--- src/rtl/node_seq_ctrl.sv ---
// Sequences one shared combinational node across NUM_NODES logical nodes per accepted (x, y) pair.
// Latency: first result valid 2 cycles after the input handshake, then one result per 2 cycles.
// Backpressure: out_* hold while out_valid && !out_ready; in_ready is high only in IDLE.
module node_seq_ctrl #(
    parameter int WIDTH     = 10,
    parameter int NUM_NODES = 4,
    parameter int IDX_W     = 2
) (
    input  logic             clk,
    input  logic             rst_n,
    input  logic             cfg_we,
    input  logic [IDX_W-1:0] cfg_idx,
    input  logic [WIDTH-1:0] cfg_multa,
    input  logic [WIDTH-1:0] cfg_multb,
    input  logic             in_valid,
    output logic             in_ready,
    input  logic [WIDTH-1:0] in_x,
    input  logic [WIDTH-1:0] in_y,
    output logic [WIDTH-1:0] node_a,
    output logic [WIDTH-1:0] node_b,
    output logic [WIDTH-1:0] node_multa,
    output logic [WIDTH-1:0] node_multb,
    input  logic [WIDTH-1:0] node_result,
    output logic             out_valid,
    input  logic             out_ready,
    output logic [WIDTH-1:0] out_data,
    output logic [IDX_W-1:0] out_idx,
    output logic             out_last,
    output logic             busy
);

    typedef enum logic [1:0] {
        IDLE  = 2'd0,
        ISSUE = 2'd1,
        OUT   = 2'd2
    } state_t;

    // One extra bit so NUM_NODES == 2**IDX_W is still representable.
    localparam logic [IDX_W:0]   LP_NUM  = NUM_NODES[IDX_W:0];
    localparam logic [IDX_W-1:0] LP_LAST = IDX_W'(NUM_NODES - 1);

    state_t           r_state;
    state_t           w_state_nxt;
    logic [IDX_W-1:0] r_idx;
    logic [WIDTH-1:0] r_x;
    logic [WIDTH-1:0] r_y;
    logic [WIDTH-1:0] r_coef_a [NUM_NODES];
    logic [WIDTH-1:0] r_coef_b [NUM_NODES];
    logic             r_out_valid;
    logic [WIDTH-1:0] r_out_data;
    logic [IDX_W-1:0] r_out_idx;
    logic             r_out_last;

    logic w_accept;
    logic w_out_hs;
    logic w_cfg_wr;

    always_ff @(posedge clk or negedge rst_n) begin
        if (!rst_n) begin
            r_state <= IDLE;
        end else begin
            r_state <= w_state_nxt;
        end
    end

    always_comb begin
        w_state_nxt = r_state;
        w_accept    = 1'b0;
        w_out_hs    = 1'b0;
        w_cfg_wr    = 1'b0;
        case (r_state)
            IDLE: begin
                w_cfg_wr = cfg_we && ({1'b0, cfg_idx} < LP_NUM);
                if (in_valid) begin
                    w_accept    = 1'b1;
                    w_state_nxt = ISSUE;
                end
            end
            ISSUE: begin
                w_state_nxt = OUT;
            end
            OUT: begin
                if (out_ready) begin
                    w_out_hs    = 1'b1;
                    w_state_nxt = r_out_last ? IDLE : ISSUE;
                end
            end
            default: begin
                w_state_nxt = IDLE;
            end
        endcase
    end

    always_ff @(posedge clk or negedge rst_n) begin
        if (!rst_n) begin
            r_idx       <= '0;
            r_x         <= '0;
            r_y         <= '0;
            r_out_valid <= 1'b0;
            r_out_data  <= '0;
            r_out_idx   <= '0;
            r_out_last  <= 1'b0;
            for (int i = 0; i < NUM_NODES; i++) begin
                r_coef_a[i] <= '0;
                r_coef_b[i] <= '0;
            end
        end else begin
            // A write in the accepting cycle is visible to the pass: ISSUE reads it next cycle.
            if (w_cfg_wr) begin
                r_coef_a[cfg_idx] <= cfg_multa;
                r_coef_b[cfg_idx] <= cfg_multb;
            end
            if (w_accept) begin
                r_x   <= in_x;
                r_y   <= in_y;
                r_idx <= '0;
            end
            if (r_state == ISSUE) begin
                r_out_data  <= node_result;
                r_out_idx   <= r_idx;
                r_out_last  <= (r_idx == LP_LAST);
                r_out_valid <= 1'b1;
            end
            if (w_out_hs) begin
                r_out_valid <= 1'b0;
                if (!r_out_last) begin
                    r_idx <= r_idx + 1'b1;
                end
            end
        end
    end

    assign in_ready   = (r_state == IDLE);
    assign busy       = (r_state != IDLE);
    assign node_a     = r_x;
    assign node_b     = r_y;
    assign node_multa = r_coef_a[r_idx];
    assign node_multb = r_coef_b[r_idx];
    assign out_valid  = r_out_valid;
    assign out_data   = r_out_data;
    assign out_idx    = r_out_idx;
    assign out_last   = r_out_last;

endmodule

--- config.mk ---
export PLATFORM = sky130hd
export DESIGN_NAME = node_seq_ctrl
export DESIGN_NICKNAME = d
export VERILOG_FILES = /design/src/rtl/node_seq_ctrl.sv
export SDC_FILE = /design/constraint.sdc
export NUM_CORES = 1
export LEC_CHECK = 0
export BUFFER_PORTS_ARGS = -buffer_cell sky130_fd_sc_hd__buf_4
export CORE_MARGIN = 5
export CORE_UTILIZATION = 46
export CTS_CLUSTER_SIZE = 40
export DETAILED_ROUTE_END_ITERATION = 10
export GPL_ROUTABILITY_DRIVEN = 0
export PLACE_DENSITY = 0.68
export SETUP_SLACK_MARGIN = 0.02
export SYNTH_ARGS = -nofsm -noshare
export SYNTH_HDL_FRONTEND = slang
export SYNTH_SLANG_ARGS = --single-unit
--- constraint.sdc ---
create_clock -name clk -period 2.6 [get_ports clk]
set_clock_uncertainty 0.2 [all_clocks]
set_input_delay 0.52 -clock clk [delete_from_list [all_inputs] [get_ports clk]]
set_output_delay 0.52 -clock clk [all_outputs]
set_load 0.01 [all_outputs]
==> results.yml <==
run_status:
  status: "finished, final reports clean"
critical_path:
  cp_data_required_time_ps: 1880
  crit_path_start_kind: "flip-flop"
  r2r_start: "r_state[1]"
  cp-end-kind: "output pin"
  cp_max_fo: 17
  r2r_cells: 3
  critPathArrivalTime_ps: 1680
  worst_r2r_endpoint: "r_coef_b[11]"
  rrSetupSlack_ps: 560
  crit_type: "reg -> out"
final_layout:
  antenna_cells: 0
  final_cell_mix: "buf_4 (119), dfrtp_1 (117), mux2_4 (99)"
  final_common_cell: "buf_4"
  fillers: 888
  drive_above_1_share_pct: 67.6
  area_delta_synth_final_pct: 29.3
  fin_nets: 477
pwr:
  power.share.sequential_pct: 34.7
  power_mw: 9.48
  p_leak_nw: 3.39
  p_int_mw: 6.85
  switchingPower_mw: 2.63
  power_density_nw_per_um2: 1350
  clockPowerShare_pct: 25.9
  max-vdd-ir-drop_mv: 0.742
  swShare_pct: 27.7
  power_frac_comb_pct: 39.4
floorplanning:
  start_util_pct: 47.3
  fp.dieArea_um2: 14100
  ios: 113
  core-area_um2: 11500
  die_w_um: 119
  core.rowCount: 39
  fp.dieH_um: 119
logic_synthesis:
  ys_top_cells_by_area: "dfrtp_1 (54%), mux2_4 (27%), mux4_2 (8.3%)"
  synth_ff_type: "dfrtp_1"
  yosys.area.top_type: "dfrtp_1"
  ys_warn_count: 0
  synth_area_per_cell_um2: 18.5
  syn_nets: 351
  synthArstFlopShare_pct: 100
  netlist_instances: 293
  synth.distinct_cells: 29
  synth_area_um2: 5420
  netlist.area_leader.share_pct: 54.4
  ys_ff_latch: 118
  synth-edff-count: 0
  ys_seq_area_share_pct: 54.4
clocking:
  cts_made_buffers: 17
  clockRootBuffer: "clkbuf_16"
  cts_max_path_buffers: 2
  cts_tree: "built"
  insertion_delay_ps: 400
  cts.sink_count: 118
  cts_setup_buffers: 0
  clkTransAtPathRegs_ps: 60
  cts_max_level: 4
global_routing:
  overflow: 0
  grt_pass1_wl_um: 18200
  antenna_found_initial: 0
  grt_use_total_pct: 16.4
  grt_max_degree: 52
  grt_pass1_vias: 3384
sta:
  setup_viol: 0
  relSlewSlack_pct: 53.4
  fmax_mhz: 417
  min_period_ps: 2400
  tns_ps: 0
  final_hold_viol_count: 0
  rsz0062_at_grt: "no"
  worst_slew_pin_slew_ps: 700
  finalMaxSlewViolations: 0
  finalCritPeriodShare_pct: 92.3
  worst_slack_ps: 201
route:
  finalWirelength_um: 11400
  via_per_inst: 5.16
  top_layer: "met4"
  wl_met1_um: 5160
  antenna_left: 0
  via_count: 2969
  met2WireLength_um: 5560
  route.detailed.drc: 0
  dr.first_iter.drc_count: 122
  first_pass_iters: 4
  drt-wirelength-per-cell_um: 19.8
  wl_met3_um: 549
hold_path:
  min_delay_path_depth: 2
  hp-start: "in_y[3]"
  hold_end: "node_b[3]"
  min_path_type: "in -> reg"
place:
  portBuffers: 112
  dp_hpwl_um: 7360
  place_ws_ps: 564
flow_run:
  max-cap-violations: 0
## registers in the layout, indices dropped and copies added (netlist names)
signal	flops
node_a	10
node_b	10
out_idx	2
r_coef_b	40
out_valid	1
r_coef_a	40
out_data	10
r_idx	2
out_last	1
r_state	2
## critical path: stages, from the launching register on
cell	delay, ps
dfrtp_2	380
buf_12	200
mux4_2	540
buf_4	160
## power groups by stage
stage | Sequential [mW] | Clock [mW] | Combinational [mW]
final | 3.29 | 2.46 | 3.73
after global routing | 3.40 | 2.59 | 3.98
after CTS | 3.28 | 2.50 | 3.80
after detailed placement | 3.29 | 0 | 3.77
after global placement | 3.27 | 0 | 3.69
after floorplan | 3.28 | 0 | 2.38
## how the worst max path moves through the flow
stage / from / end / slack (ps) / cells after the start
2_1_floorplan: r_idx[0] / node_multa[0] / 560 / 3
3_3_place_gp: cfg_idx[0] / r_coef_b[30] / 590 / 3
3_5_place_dp: cfg_idx[0] / r_coef_b[30] / 560 / 3
4_1_cts: r_idx[0] / node_multa[5] / 160 / 3
5_1_grt: r_idx[0] / node_multa[0] / 140 / 3
6_report: r_idx[0] / node_multa[5] / 200 / 3
## layout make-up
| type | instances | area (um2) | area share (%) |
|---|---|---|---|
| clock buffers | 23 | 478 | 6.82 |
| clock inverters | 9 | 148 | 2.11 |
| inverters | 3 | 11.3 | 0.161 |
| multi-input cells | 156 | 2280 | 32.5 |
| flip-flops and latches | 118 | 2950 | 42.1 |
| well taps | 143 | 179 | 2.55 |
| repair buffers | 123 | 963 | 13.7 |
## per-layer routing
| layer | vias up | global-route usage (%) |
|---|---|---|
| met1 | 1551 | 21.7 |
| met5 | - | 0 |
| met2 | 77 | 25.6 |
| met3 | 12 | 5.30 |
| met4 | 0 | 6.02 |
| li1 | 1329 | - |
## metrics by stage
step	utilization, %	hold slack, ps	cells	cell area [um2]
2_1_floorplan	-	24.4	293	5420
3_3_place_gp	55.6	289	542	6380
3_5_place_dp	55.6	289	542	6380
4_1_cts	61.2	126	575	7010
5_1_grt	61.2	128	575	7010
6_report	61.2	141	575	7010
## cells in the mapped netlist, types with 2 or more instances
cell type and instances:
mux2_2 14, buf_6 6, dfrtp_1 118, o21ai_0 4, buf_12 4, buf_4 2
inv_1 3, mux4_2 20, buf_2 2, nand2_1 3, mux2_4 99
## logic make-up (layout without fill, tap and decap cells)
family,Yosys count,in the layout,synth area share (%)
adders and majority gates,1,1,0.231
DFF,118,118,54.4
AOI/OAI and AO/OA,8,8,0.877
muxes,134,134,38.8
buffers and inverters,19,158,3.53
and+or+nand+nor,13,13,2.12
## what timing repair did
| action | in CTS | in global routing |
|---|---|---|
| hold buffers | 1 | 0 |
| setup endpoints to repair | 0 | 0 |
| gates resized for setup | 0 | 0 |
| hold endpoints to repair | 47 | 0 |
Power figures use the tool's default switching activity.
